## config.mk

```make
export PLATFORM = sky130hd
export DESIGN_NAME = downcounter_timer
export DESIGN_NICKNAME = d
export VERILOG_FILES = /design/src/rtl/downcounter_timer_pkg.sv /design/src/rtl/downcounter_timer.sv
export SDC_FILE = /design/constraint.sdc
export NUM_CORES = 1
export LEC_CHECK = 0
export BUFFER_PORTS_ARGS = -buffer_cell sky130_fd_sc_hd__buf_2
export CORE_ASPECT_RATIO = 0.9
export CORE_UTILIZATION = 52
export DETAILED_ROUTE_END_ITERATION = 10
export PLACE_DENSITY = 0.79
export SLEW_MARGIN = 20
export SYNTH_ARGS = -nofsm -noshare
export SYNTH_HDL_FRONTEND = slang
export SYNTH_SLANG_ARGS = --single-unit
```

## constraint.sdc

```tcl
create_clock -name clock -period 2.2 [get_ports clock]
set_clock_uncertainty 0.15 [all_clocks]
set_input_delay 0.22 -clock clock [delete_from_list [all_inputs] [get_ports clock]]
set_output_delay 0.22 -clock clock [all_outputs]
set_load 0.05 [all_outputs]
```

## src/rtl/downcounter_timer_pkg.sv

```systemverilog
// Shared constants and FSM state encoding for the down-counting timer.
package downcounter_timer_pkg;

  localparam int DEFAULT_WIDTH = 8;

  typedef enum logic {
    IDLE = 1'b0,
    RUN  = 1'b1
  } state_e;

endpackage

```

## src/rtl/downcounter_timer.sv

```systemverilog
// Loadable down-counter with pause, abort, optional auto-reload and a
// registered one-cycle terminal-count pulse.
module downcounter_timer
  import downcounter_timer_pkg::*;
#(
  parameter int WIDTH = DEFAULT_WIDTH
) (
  input  logic             clock,
  input  logic             reset,
  input  logic             iStart,
  input  logic             iStop,
  input  logic             iEnable,
  input  logic             iAutoReload,
  input  logic [WIDTH-1:0] iLoadValue,
  output logic [WIDTH-1:0] oCount,
  output logic             oBusy,
  output logic             oDone,
  output logic             oZero
);

  state_e           state_q, state_d;
  logic [WIDTH-1:0] count_q, count_d;
  logic [WIDTH-1:0] reload_q, reload_d;
  logic             done_q, done_d;

  always_ff @(posedge clock) begin
    if (reset) begin
      state_q  <= IDLE;
      count_q  <= '0;
      reload_q <= '0;
      done_q   <= 1'b0;
    end else begin
      state_q  <= state_d;
      count_q  <= count_d;
      reload_q <= reload_d;
      done_q   <= done_d;
    end
  end

  // Edge priority: stop (only meaningful in RUN) beats start beats counting.
  always_comb begin
    state_d  = state_q;
    count_d  = count_q;
    reload_d = reload_q;
    done_d   = 1'b0;
    if (iStop && (state_q == RUN)) begin
      state_d = IDLE;
    end else if (iStart) begin
      count_d = iLoadValue;
      if (iLoadValue == '0) begin
        state_d = IDLE;
        done_d  = 1'b1;
      end else begin
        reload_d = iLoadValue;
        state_d  = RUN;
      end
    end else if ((state_q == RUN) && iEnable) begin
      if (count_q > WIDTH'(1)) begin
        count_d = count_q - WIDTH'(1);
      end else begin
        // Terminal edge; the reload choice is made only here.
        done_d = 1'b1;
        if (iAutoReload) begin
          count_d = reload_q;
        end else begin
          count_d = '0;
          state_d = IDLE;
        end
      end
    end
  end

  assign oCount = count_q;
  assign oBusy  = (state_q == RUN);
  assign oDone  = done_q;
  assign oZero  = (count_q == '0);

endmodule

```

After elaboration in Yosys (flattened, before gate mapping) --
Cells that the tools add are included.
Storage, ports and cells: input port bits 14, ROM bits 0, output and inout bits 11, memory bits (writable) 0, register bits after elaboration 18, bits in latches 0, memories kept 0, word-level logic and storage cells 32
Cells by class: bitwise operators 2, multipliers 0, div/mod/pow operators 0, shifts and indexed selects 0, eq/ne operators 2, multiplexer cells 13, $add $sub $neg 1, reductions and logical operators 9, magnitude comparators 1
Operators by type and width (count):
- $mux 8 | 4
- $logic_not 8->1 | 2
- $mux 1 | 9
- $gt 8x1->1 const B | 1
- $sub 8x1->8 const B | 1
- $reduce_and 3->1 | 2
- $ne 2x2->1 const B | 2
- $logic_and 1x1->1 | 2
- $not 1->1 | 2
- $reduce_and 2->1 | 1
- $reduce_bool 2->1 | 1
- $reduce_or 2->1 | 1

Logic depth before layout (Yosys ltp) --
Gate-level depths: netlist (run 1).
depth after elaboration 4, gate-level depth with buffers 8

Worst setup path after synthesis (run 1) --
Ideal clock, no wire load.
path kind register to output, start reg count_q[2], in the netlist oCount[2], end out oZero, arrival 2.827 ns, path buffers 0, stages on the path, launching flop included 3, required time 1.830 ns, path slack -0.997 ns, cells stage by stage dfxtp_1 -> or4_4 -> nor4b_1
On the way: word-level cells in the longest chain between the ends 1
RTL lines:
- start, declared | RTL line downcounter_timer.sv:22 | logic [WIDTH-1:0] count_q, count_d;
- start signal, assigned | RTL line downcounter_timer.sv:34 | count_q <= count_d;
- $logic_not 8->1 | RTL line downcounter_timer.sv:76 | assign oZero = (count_q == '0);
- end, declared | RTL line downcounter_timer.sv:18 | output logic oZero
No other way between the ends.

Final worst setup path (run 1) --
start reg count_q[0], in the netlist oCount[0], end reg count_q[6], in the netlist oCount[6]
On the way: word-level cells in the longest chain between the ends 4, elaborated cells between the ends (all ways) 5
RTL lines:
- $sub 8x1->8 or $gt 8x1->1 (tied branches) | RTL line downcounter_timer.sv:59, downcounter_timer.sv:58
- $mux 8 (*) | RTL line downcounter_timer.sv:58 | if (count_q > WIDTH'(1)) begin
- $mux 8 (*) | RTL line downcounter_timer.sv:57 | end else if ((state_q == RUN) && iEnable) begin
- $mux 8 (*) | RTL line downcounter_timer.sv:48 | end else if (iStart) begin
Mark *: on every way between the ends. The rest lies on a longest branch, timed or not. The select of a mux whose other input is x is not followed. A chain may end at the register's enable or synchronous reset.

==> impl_metrics.env, run 1 <==
export IMPL_status="finished clean"
export IMPL_cts_buffers=3
export IMPL_dr_pass1_iters=5
export IMPL_grt_pass1_vias=1002
export IMPL_seq_area_um2=368
export IMPL_rows=15
export IMPL_fillCellCount=170
export IMPL_power_density_mw_per_mm2=701
export IMPL_avgSynthCellArea_um2=7.60
export IMPL_numPortBuffers=24
export IMPL_max_clock_path_buffers=2
export IMPL_cts_hold_buf=0
export IMPL_post_drt_wl_per_cell_um=14.0
export IMPL_yosys_register_bits=18
export IMPL_regToRegStartpoint="oCount[0]"
export IMPL_path_clk_slew_ns=0.10
export IMPL_synth_top_cell_area_share=0.334
export IMPL_regToRegEndpoint="oCount[6]"
export IMPL_p_leak_nw=0.532
export IMPL_globalplace_congestion=0.849
export IMPL_synth_warnings=0
export IMPL_cp_num_buf_inv=2
export IMPL_ant_nets=0
export IMPL_crit_family="simple AND/OR/NAND/NOR gates"
export IMPL_cts_sinks=18
export IMPL_cp_data_required_time_ns=2.23
export IMPL_drv_slew=0
export IMPL_min_from="iStop"
export IMPL_syn_nets=159
export IMPL_die_h_um=45.2
export IMPL_cp_slowest_stage_delay_ns=0.41
export IMPL_max_slew_worst_pin_slew_ns=0.457
export IMPL_path_cells="inv_1, ha_1, nor2_1, nor4_4, buf_4, or3_1, o2111ai_1, o21ai_0"
export IMPL_antenna_found_initial=0
export IMPL_dp_hpwl_um=1920
export IMPL_critPathSlowestCell="dfxtp_4"
export IMPL_whs_ns=0.0330
export IMPL_path_max_fanout=10
export IMPL_drv_cap=0
export IMPL_clk_latency_ns=0.29
export IMPL_cp_start_kind="flop"
export IMPL_relSlewSlack=0.695
export IMPL_finalWirelength_um=2670
export IMPL_start_util=0.559
export IMPL_syn2layout_area_growth_pct=19.4
export IMPL_synth_edf_count=0
export IMPL_fin_util=0.667
export IMPL_vias=1148
export IMPL_synthTopCellsByArea="dfxtp_1 (33%), nand2_1 (8.3%), a21oi_1 (7.9%), nor2_1 (4.5%), ha_1 (3.5%)"
export IMPL_synth_cell_type_count=38
export IMPL_cp_arrival_ns=2.14
export IMPL_gr_total_overflow=0
export IMPL_rsz0062_at_grt="true"
export IMPL_critical_path_class="flop to flop"
export IMPL_finalCriticalPeriod_ns=2.11
export IMPL_maxClockFrequency_ghz=0.473
export IMPL_multi_input_area_um2=678
export IMPL_final_cells=191
export IMPL_via_per_inst=6.01
export IMPL_drc=0
export IMPL_async_reset_ff_frac=0
export IMPL_r2r_cells=8
export IMPL_cts_htree_levels=1
export IMPL_setup_violations=0
export IMPL_layout_nets=184
export IMPL_tns_ns=0
export IMPL_period_share=0.961
export IMPL_cts_root_buf="clkbuf_4"
export IMPL_timing_reg2reg_setup_slack_ns=0.09
export IMPL_hp_class="input port to flop"
export IMPL_ys_flop_type="dfxtp_1"
export IMPL_end_kind="flop"
export IMPL_irDropWorstVdd_v=0.000571
export IMPL_min_to="oDone"
export IMPL_synth_top_cell_by_area="dfxtp_1"
export IMPL_cts_tree="yes"
export IMPL_dieArea_mm2=0.00226
export IMPL_drive_above_1_share=0.259
export IMPL_synth_most_common_cell="nand2_1"
export IMPL_pin_count=25
export IMPL_grt_first_pass_wirelength_um=4490
export IMPL_core_mm2=0.00193
export IMPL_ys_top_cells_by_count="nand2_1 (24), dfxtp_1 (18), a21oi_1 (17)"
export IMPL_grt_use_total=0.263
export IMPL_min_path_cells=2
export IMPL_synth_area_mm2=0.00108
export IMPL_seq_area_frac_synth=0.334
export IMPL_fp_dieW_um=50.0
export IMPL_syn_inst=142
export IMPL_grt_max_degree=21
export IMPL_finalHoldViolCount=0
export IMPL_place_inst=187
export IMPL_n_antenna_cell=0
export IMPL_drt_iter0_drc=60
==> worst register-to-register path, stage by stage, from the launching register on <==
cell	delay [ns]
dfxtp_4	0.41
inv_1	0.08
ha_1	0.21
nor2_1	0.24
nor4_4	0.08
buf_4	0.20
or3_1	0.35
o2111ai_1	0.17
o21ai_0	0.11
==> registers in the layout, indices dropped and copies added (netlist names) <==
signal / flops
oCount: 8
reload_q: 8
oBusy: 1
oDone: 1
==> stage by stage <==
| step | setup slack [ns] | total power, mW | instance area (um2) |
|---|---|---|---|
| 2_1_floorplan | 0.0369 | 0.627 | 1100 |
| 3_3_place_gp | 0.158 | 0.697 | 1250 |
| 3_5_place_dp | 0.0859 | 0.702 | 1250 |
| 4_1_cts | 0.0559 | 0.904 | 1280 |
| 5_1_grt | -0.0191 | 0.968 | 1290 |
| 6_report | 0.0850 | 0.903 | 1290 |
==> cells by family (layout without fill, tap and decap cells) <==
| logic type | count (synthesis) | after routing | synth area share |
|---|---|---|---|
| AO/OA/AOI/OAI | 45 | 45 | 0.276 |
| flip-flops | 18 | 18 | 0.334 |
| XOR/XNOR | 2 | 2 | 0.0162 |
| buffers and inverters | 13 | 37 | 0.0533 |
| adder cells (fa/ha/maj) | 3 | 3 | 0.0348 |
| AND/OR/NAND/NOR | 61 | 61 | 0.286 |
==> routing by layer <==
metal / wire [um] / track usage / vias up / part of all wire
li1: - / - / 568 / -
met1: 1200 / 0.365 / 501 / 0.45
met2: 1170 / 0.419 / 72 / 0.44
met3: 275 / 0.0505 / 7 / 0.10
met4: 24 / 0.0686 / 0 / 0.0090
met5: 0 / 0 / - / 0
==> cells in the final DEF (no fill, tap or decap), types with 2 or more instances in the layout <==
cell,count
a311oi_1,2
nand2b_1,4
ha_1,3
dfxtp_1,14
nand3_1,2
nor4_1,4
a31oi_1,4
o21ai_0,3
a22oi_1,2
nor2_1,13
xor2_1,2
clkbuf_4,4
or3_1,3
inv_1,4
o31ai_1,2
buf_2,23
o21bai_1,3
nand2_1,24
dfxtp_2,3
a211o_1,2
buf_4,5
a211oi_1,3
a21oi_1,17
nor3_1,3
==> cell type report <==
class	instances	share of cell area
clock buffers	4	0.0282
inverters	4	0.0117
multi-input cells	111	0.526
flip-flops and latches	18	0.285
well taps	25	0.0243
repair buffers	29	0.124
==> worst max-delay path by stage <==
| stage | from | to | slack [ns] | cells after the start |
|---|---|---|---|---|
| after floorplan | oCount[4] | oCount[1] | 0.04 | 6 |
| after global placement | oCount[0] | oCount[6] | 0.16 | 8 |
| after detailed placement | oCount[0] | oCount[6] | 0.09 | 8 |
| after CTS | oCount[3] | oZero | 0.06 | 3 |
| after global routing | oCount[1] | oCount[6] | -0.02 | 8 |
| final | oCount[0] | oCount[6] | 0.09 | 8 |
==> power by group <==
group / total (mW) / leakage (nW) / switching (mW) / internal (mW)
registers: 0.384 / 0.150 / 0.0332 / 0.350
logic: 0.318 / 0.361 / 0.200 / 0.118
clock network: 0.202 / 0.0210 / 0.101 / 0.101
total: 0.903 / 0.532 / 0.334 / 0.569
==> repair_timing <==
action | 4_1_cts | 5_1_grt
gates resized for setup | 0 | 3
endpoints found under the setup margin | 0 | 3
buffers inserted | 0 | 0
endpoints found under the hold margin | 0 | 0
Power figures use the tool's default switching activity.
==> run 2: changes to the inputs <==
==> constraint.sdc (replaced) <==
create_clock -name clock -period 2.2 [get_ports clock]
set_clock_uncertainty 0.15 [all_clocks]
set_input_delay 0.55 -clock clock [delete_from_list [all_inputs] [get_ports clock]]
set_output_delay 0.55 -clock clock [all_outputs]
set_load 0.05 [all_outputs]
==> run 2 against run 1 <==
The run now ends with setup timing left. Cell count up 3.7%. Die area unchanged. Non-clock buffer count up 7. Via count up 4.1%. Maximum frequency down 9.9%. Global-route usage up 0.94 points. Power up 2.0%. Sequential share of layout area down 0.74 points. Largest power group unchanged.
==> impl_metrics.env, run 2 (synthesis results as in run 1) <==
export IMPL_n_antenna_cell=0
export IMPL_irDropWorstVdd_v=0.000397
export IMPL_status="complete, but fails checks"
export IMPL_core_mm2=0.00193
export IMPL_dp_hpwl_um=2110
export IMPL_fin_util=0.703
export IMPL_fp_dieW_um=50.0
export IMPL_power_density_mw_per_mm2=678
export IMPL_path_max_fanout=6
export IMPL_cp_start_kind="flop"
export IMPL_ant_nets=0
export IMPL_end_kind="output port"
export IMPL_grt_use_total=0.272
export IMPL_start_util=0.559
export IMPL_relSlewSlack=0.659
export IMPL_max_clock_path_buffers=2
export IMPL_hp_class="flop to flop"
export IMPL_seq_area_um2=378
export IMPL_period_share=1.07
export IMPL_dr_pass1_iters=4
export IMPL_power_net_switching_mw=0.355
export IMPL_cts_sinks=18
export IMPL_p_int_mw=0.566
export IMPL_vias=1195
export IMPL_critical_path_class="flop to output port"
export IMPL_drv_cap=0
export IMPL_clk_latency_ns=0.29
export IMPL_layout_commonest_cell="nand2_1"
export IMPL_syn2layout_area_growth_pct=25.8
export IMPL_grt_max_degree=21
export IMPL_dieArea_mm2=0.00226
export IMPL_cp_data_required_time_ns=1.50
export IMPL_multi_input_area_um2=688
export IMPL_power_frac_comb=0.399
export IMPL_globalplace_congestion=0.954
export IMPL_drv_slew=0
export IMPL_p_sw_frac=0.386
export IMPL_pwr_share_clk=0.184
export IMPL_antenna_found_initial=0
export IMPL_via_per_inst=6.04
export IMPL_finalCriticalPeriod_ns=2.35
export IMPL_pin_count=25
export IMPL_pwr_share_seq=0.417
export IMPL_cts_tree="yes"
export IMPL_cts_htree_levels=1
export IMPL_fillCellCount=167
export IMPL_maxClockFrequency_ghz=0.426
export IMPL_setup_violations=8
export IMPL_max_slew_worst_pin_slew_ns=0.507
export IMPL_fin_ws_ns=-0.147
export IMPL_post_drt_wl_per_cell_um=14.8
export IMPL_path_clk_slew_ns=0.10
export IMPL_drt_iter0_drc=45
export IMPL_grt_pass1_vias=1034
export IMPL_violations="setup timing"
export IMPL_cp_arrival_ns=1.65
export IMPL_cts_buffers=3
export IMPL_grt_first_pass_wirelength_um=4680
export IMPL_rows=15
export IMPL_cts_root_buf="clkbuf_4"
export IMPL_numPortBuffers=24
export IMPL_finalHoldViolCount=0
export IMPL_layout_nets=191
export IMPL_drive_above_1_share=0.306
export IMPL_rsz0062_at_grt="true"
export IMPL_total_power_mw=0.921
export IMPL_final_cell_mix="nand2_1 (24), buf_2 (23), a21oi_1 (17)"
export IMPL_gr_total_overflow=0
export IMPL_die_h_um=45.2
export IMPL_finalWirelength_um=2920
export IMPL_drc=0
export IMPL_p_leak_nw=0.568
run 2: cell types whose count changed in the layout (fill, tap and decap cells not counted), moves of 2 or more:
cell	before	now
buf_4	5	11
buf_6	0	2
dfxtp_4	1	4
dfxtp_1	14	12
o21ai_0	3	1
o21ai_1	1	3
run 2: cell type report:
type                       instances  area share
clock buffer                       3      0.0166
clock inverter                     1     0.00276
inverter                           4      0.0110
multi-input combinational        111       0.506
sequential                        18       0.278
tap                               25      0.0230
timing repair buffer              36       0.162
run 2: stage by stage:
step / instances / worst slack [ns] / TNS, ns / hold slack, ns / instance area (um2)
2_1_floorplan: 142 / -0.118 / -0.118 / 0.286 / 1110
3_3_place_gp: 188 / 0.0755 / 0 / 0.295 / 1260
3_5_place_dp: 188 / 0.0478 / 0 / 0.304 / 1260
4_1_cts: 193 / -0.159 / -0.159 / 0.319 / 1300
5_1_grt: 198 / -0.222 / -1.05 / 0.349 / 1360
6_report: 198 / -0.147 / -0.497 / 0.317 / 1360
run 2: path summary, 6_finish.rpt:
kind / from / slack (ns) / end / cells past startpoint
max: oCount[2] / -0.15 / oZero / 3
min: reload_q[5] / 0.32 / reload_q[5] / 2
max reg2reg: oCount[2] / -0.08 / oCount[0] / 7
min reg2reg: reload_q[5] / 0.32 / reload_q[5] / 2
run 2: critical path, cell delays in order, from the launching register on:
cell and delay (ns):
dfxtp_4 0.37, or4_4 0.55, nor4b_4 0.25, buf_6 0.19
run 2: power groups by stage:
stage               clock network (mW)  registers (mW)  logic (mW)
floorplan                            0           0.433       0.194
global route                     0.191           0.389       0.394
detailed placement                   0           0.393       0.317
finish                           0.169           0.384       0.367
CTS                              0.177           0.386       0.329
global placement                     0           0.392       0.312
run 2: what timing repair did:
item / CTS / global route
gates resized for setup: 2 / 9
hold buffers: 0 / 0
setup buffers: 1 / 5
pin swaps: 2 / 7
cloned: 0 / 0
endpoints found under the setup margin: 1 / 7
run 2: per-layer routing:
metal,part of all wire,track usage
met5,0,0
met4,0.011,0.0971
met3,0.070,0.0303
met2,0.47,0.429
met1,0.45,0.385
